--- src/rtl/q13_seq_detector_if.sv ---
// Serial bit-stream link between a data source and the alternation detector.
interface q13_seq_detector_if;
  logic din;
  logic detected;

  modport master (
    output din,
    input  detected
  );

  modport slave (
    input  din,
    output detected
  );
endinterface

--- src/rtl/q13_seq_detector.sv ---
// Moore FSM that flags whenever the last three sampled bits alternate (101 or 010).
// The flag is decoded from the next state and registered, so it tracks the state register.
module q13_seq_detector (
  input  logic                clk,
  input  logic                reset,
  q13_seq_detector_if.slave   bus
);

  typedef enum logic [2:0] {
    StIdle = 3'd0,
    StZ0   = 3'd1,
    StZ1   = 3'd2,
    StP01  = 3'd3,
    StP10  = 3'd4,
    StD101 = 3'd5,
    StD010 = 3'd6
  } state_e;

  state_e state_q, state_d;
  logic   detected_q, detected_d;

  always_ff @(posedge clk or posedge reset) begin
    if (reset) begin
      state_q    <= StIdle;
      detected_q <= 1'b0;
    end else begin
      state_q    <= state_d;
      detected_q <= detected_d;
    end
  end

  always_comb begin
    state_d    = StIdle;
    detected_d = 1'b0;
    case (state_q)
      StIdle:  state_d = bus.din ? StZ1   : StZ0;
      StZ0:    state_d = bus.din ? StP01  : StZ0;
      StZ1:    state_d = bus.din ? StZ1   : StP10;
      StP01:   state_d = bus.din ? StZ1   : StD010;
      StP10:   state_d = bus.din ? StD101 : StZ0;
      StD101:  state_d = bus.din ? StZ1   : StD010;
      StD010:  state_d = bus.din ? StD101 : StZ0;
      // The spare encoding falls back to idle with the flag clear.
      default: state_d = StIdle;
    endcase
    detected_d = (state_d == StD101) || (state_d == StD010);
  end

  assign bus.detected = detected_q;

endmodule

--- src/flat_wrapper.sv ---
// flat-port wrapper written by rule: the top's interface ports become plain ports
module q13_seq_detector_flat 
  (clk, reset, bus_din, bus_detected);
  q13_seq_detector_if bus_i ();
  input  logic clk;
  input  logic reset;
  input wire logic [$bits(bus_i.din)-1:0] bus_din;
  output wire logic [$bits(bus_i.detected)-1:0] bus_detected;
  assign bus_i.din = bus_din;
  assign bus_detected = bus_i.detected;
  q13_seq_detector u_core (.clk(clk), .reset(reset), .bus(bus_i));
endmodule
--- config.mk ---
export PLATFORM = sky130hd
export DESIGN_NAME = q13_seq_detector_flat
export DESIGN_NICKNAME = d
export VERILOG_FILES = /design/src/rtl/q13_seq_detector_if.sv /design/src/rtl/q13_seq_detector.sv /design/src/flat_wrapper.sv
export SDC_FILE = /design/constraint.sdc
export NUM_CORES = 1
export LEC_CHECK = 0
export ABC_AREA = 0
export CAP_MARGIN = 20
export CORE_AREA = 2 2 39 41
export CTS_CLUSTER_DIAMETER = 50
export DETAILED_ROUTE_END_ITERATION = 16
export DIE_AREA = 0 0 41 43
export PLACE_DENSITY = 0.34
export SLEW_MARGIN = 40
export SYNTH_ARGS = -nofsm -noshare
export SYNTH_HDL_FRONTEND = slang
export SYNTH_SLANG_ARGS = --single-unit
--- constraint.sdc ---
create_clock -name clk -period 1.1 [get_ports clk]
set_input_delay 0.165 -clock clk [delete_from_list [all_inputs] [get_ports clk]]
set_output_delay 0.165 -clock clk [all_outputs]
set_load 0.01 [all_outputs]
=== After elaboration in Yosys (flattened, before gate mapping) ===
Cells that the tools add are included.

* $add $sub $neg: 0
* Multiply operators: 0
* Divide/modulo/power cells: 0
* Order comparisons: 0
* Equality and inequality tests: 8
* Shift operators: 0
* Multiplexer cells: 6
* Bitwise operators: 0
* Reduce and logical (&&, ||, !) cells: 4

{| class="wikitable"
|+ Operator list
! cell !! number
|-
| $eq 3x3->1 const B || 5
|-
| $pmux 3 s5 || 1
|-
| $mux 3 || 3
|-
| $eq 3x2->1 const B || 2
|-
| $mux 2 || 2
|-
| $reduce_or 2->1 || 2
|-
| $eq 3x1->1 const B || 1
|-
| $logic_not 3->1 || 1
|-
| $logic_or 1x1->1 || 1
|}

* Bits in registers: 4
* Latch bits: 0
* RAM bits: 0
* Memory bits (read-only): 0
* Input port bits: 3
* Output and inout bits: 1
* Word-level logic and storage cells: 20
* Memories kept: 0

=== Logic depth before layout (Yosys ltp) ===
* Word-level depth: 5
* Gate-level depth with buffers: 2
* Gate-level depth less buffers: 2

=== Worst setup path before layout ===
No wires, ideal clock.

* Path kind: register to register
* Start point: register u_core.state_q[2]
* End point: register u_core.state_q[2]
* Setup time: 124 ps
* Data arrival time: 812 ps
* Data required time: 976 ps
* Setup slack: 164 ps
* Stages on the path, launching flop included: 3
* Buffers on the path: 0
* Period minus slack after synthesis: 936 ps
* Path through: dfrtp_1 and4bb_1 a211o_1

* Longest elaborated chain between the ends: 3
* Elaborated cells between the ends (all ways): 10
* Classes of those cells: eq/ne: 6; mux: 1; reduce/logical: 3

{| class="wikitable"
|+ RTL lines
! element !! line !! source
|-
| start, declared || q13_seq_detector.sv:19 || <nowiki>state_e state_q, state_d;</nowiki>
|-
| start signal, assigned || q13_seq_detector.sv:24 || <nowiki>state_q <= StIdle;</nowiki>
|-
| start signal, assigned || q13_seq_detector.sv:27 || <nowiki>state_q <= state_d;</nowiki>
|-
| $eq 3x3->1 or $eq 3x2->1 (tied branches) || q13_seq_detector.sv:35 || <nowiki>case (state_q)</nowiki>
|-
| $reduce_or 2->1 (no source line) || - ||
|-
| $pmux 3 s5 * || q13_seq_detector.sv:35 ||
|-
| named net u_core.state_d[2] || q13_seq_detector.sv:19 ||
|}

The timed path passes the listed nets; every way through them passes the cells marked *.

=== Worst setup path in the final report ===
* Start point: register u_core.detected_q (netlist: u_core.bus.detected)
* End point: output port bus_detected

{| class="wikitable"
|+ RTL lines
! element !! line !! source
|-
| start, declared || q13_seq_detector.sv:20 || <nowiki>logic detected_q, detected_d;</nowiki>
|-
| start signal, assigned || q13_seq_detector.sv:28 || <nowiki>detected_q <= detected_d;</nowiki>
|-
| end, declared || flat_wrapper.sv:8 || <nowiki>output wire logic [$bits(bus_i.detected)-1:0] bus_detected;</nowiki>
|}

No word-level cell between the ends.

==> run_results.csv <==
group,metric,value,unit
run_status,status,"finished clean",
finish,nNetsFinal,28,
critical_path,start_kind,"flip-flop",
critical_path,critPathCaptureType,"output port",
power_and_ir_drop,power_frac_comb,31.8,%
critical_path,cpPeakStageDelay,350,ps
placement,gp_congestion,0.634,
critical_path,cp_top_family,"flip-flops",
yosys,yosys_warnings,0,
route,ant_nets,0,
clocking,numCtsBuffers,3,
power_and_ir_drop,swShare,33.0,%
power_and_ir_drop,ir_drop,0.883,mV
yosys,async_reset_ff_share,100,%
route,detail_route.wl_per_cell,9.31,um
clocking,htree_num_levels,1,
die,fp.dieW,41,um
die,dieArea,1760,um^2
timing,finClkSkew,3.62,ps
yosys,ys_seq_area_share,52.3,%
clocking,cts_sinks,4,
clocking,cts_hold_buf,0,
route,drtPass1Iterations,4,
critical_path,worstSetupPathType,"flip-flop to output port",
timing,final-setup-viol-count,0,
critical_path,path_depth,1,
timing,hold_viol,0,
finish,antennaDiodeCount,0,
finish,fin_util,19.5,%
die,core_area,1380,um^2
global_routing,track_usage,5.84,%
timing,tightest_slew,223,ps
timing,timing.final.crit_share,93.3,%
yosys,ys.flop_type,"dfrtp_1",
power_and_ir_drop,p_int,0.486,mW
finish,synthToLayoutAreaGrowth,41.2,%
clocking,cts_setup_buffers,0,
yosys,synth_common_cells,"4 x dfrtp_1, 2 x inv_1",
clocking,worstSkewPairLatency,240,ps
critical_path,cp_cell_sequence,"dlygate4sd2_1",
critical_path,critPathArrivalTime,860,ps
critical_path,cp_slowest_cell,"dfrtp_1",
route,drt_iter0_markers,1,
yosys,synthesis.nets,19,
yosys,synth_area,191,um^2
power_and_ir_drop,switching_power,0.239,mW
timing,slew_headroom,85.1,%
global_routing,antenna_found_initial,0,
global_routing,grt_pass1_wl,600,um
global_routing,grt_overflow,0,
clocking,cts_resized,1,
yosys,yosys.cell_types.count,12,
power_and_ir_drop,pwr-share-seq,41.7,%
finish,drive_above_1_share,30.4,%
clocking,root_buffer,"clkbuf_4",
critical_path,worstRegToRegCells,2,
route,via_per_inst,3.74,
placement,dpl.cell_count,36,
yosys,synth_area_leaders,"dfrtp_1 52%, and4bb_1 6.5%, a22o_2 5.2%",
route,routed_wl,363,um
power_and_ir_drop,finalPower,0.725,mW
clocking,clk_path_buf_depth,2,
yosys,postSynthAreaPerCell,12.0,um^2
placement,dp_hpwl,267,um
critical_path,worst-path-max-fanout,1,
clocking,clk_pin_slew,40,ps
power_and_ir_drop,leakage,0.133,nW
die,io_pins,4,
timing,setup-tns-final,0,ps
yosys,synth_edf_count,0,
yosys,yosys.area.top_type,"dfrtp_1",
finish,fillerInstances,149,
die,num_rows,14,
timing,hold_ws,115,ps
critical_path,cp.buffers_inverters,1,
global_routing,grt_pass1_vias,139,
power_and_ir_drop,power_frac_clock,26.5,%
timing,clock.fmax,0.974,GHz
placement,portBuffers,3,
yosys,synth_top_area_share,52.3,%
critical_path,critPathRequiredTime,940,ps
clocking,cts_tree,"built",
finish,layout.cells.non_filler,39,
route,drc,0,
yosys,synth-seq-cells,4,
route,num_vias,146,
die,initial_core_util,13.8,%
power_and_ir_drop,power_per_cell_area,2680,nW/um^2
global_routing,grt_max_degree,8,
yosys,synth_cells,16,
die,die_y,43,um
timing,report.final.slew_viol_count,0,
timing,rsz0062_at_grt,"no",
yosys,synth.most_common_cell,"dfrtp_1",
hold_path,worst_hold_path_type,"input port to asynchronous set/reset pin",
flow_run,max_cap_violations,0,
timing,final.min_clock_period,1030,ps
-- through the flow --
stage	worst slack, ps	area (um^2)
CTS	57.4	270
detailed placement	-179	249
global route	34.3	270
global placement	-154	249
floorplan	164	191
finish	73.8	270
-- power by group through the flow --
| stage | logic, mW | clock network [mW] | registers (mW) |
|---|---|---|---|
| 2_1_floorplan | 0.171 | 0 | 0.292 |
| 4_1_cts | 0.233 | 0.204 | 0.300 |
| 3_3_place_gp | 0.246 | 0 | 0.302 |
| 3_5_place_dp | 0.247 | 0 | 0.302 |
| 5_1_grt | 0.258 | 0.213 | 0.315 |
| 6_report | 0.231 | 0.192 | 0.302 |
-- kinds of logic (layout without fill, tap and decap cells) --
family          after synthesis  after routing  synth area share, %
simple gates                  5              5                 21.6
compound gates                4              4                 17.7
flops                         4              4                 52.3
buf+inv                       2              9                 3.92
xor+xnor                      1              1                 4.58
-- layout make-up --
class | instances | area [um^2] | area share, %
multi-input combinational | 10 | 83.8 | 31.0
sequential | 4 | 100 | 37.0
clock buffer | 3 | 22.5 | 8.33
inverter | 2 | 7.51 | 2.78
tap | 16 | 20.0 | 7.41
timing repair buffer | 4 | 36.3 | 13.4
-- registers in the layout, summed over array words and instances, names as in the netlist --
signal	flops
u_core.state_q	3
u_core.bus.detected	1
-- placed cells by master, fill, tap and decap left out, types with 2 or more instances in the layout --
cell type / instances
clkdlybuf4s50_1: 2
clkbuf_4: 3
dfrtp_1: 4
inv_1: 2
-- path summary, 6_finish.rpt --
kind / endpoint / slack (ps) / from
setup / recovery: bus_detected / 70 / u_core.bus.detected
hold / removal: u_core.bus.detected / 110 / reset
setup reg to reg: u_core.state_q[2] / 100 / u_core.state_q[2]
hold reg to reg: u_core.state_q[0] / 550 / u_core.state_q[0]
max in group asynchronous: u_core.state_q[0] / 830 / reset
min in group clk: u_core.state_q[0] / 550 / u_core.state_q[0]
-- metal layers --
metal	global-route usage [%]	share of wire (%)	up-vias
met5	0	0	-
met1	7.79	52	66
met4	2.00	0	0
li1	-	-	72
met2	5.00	37	8
met3	7.85	11	0
(Power assumes the default switching activity.)
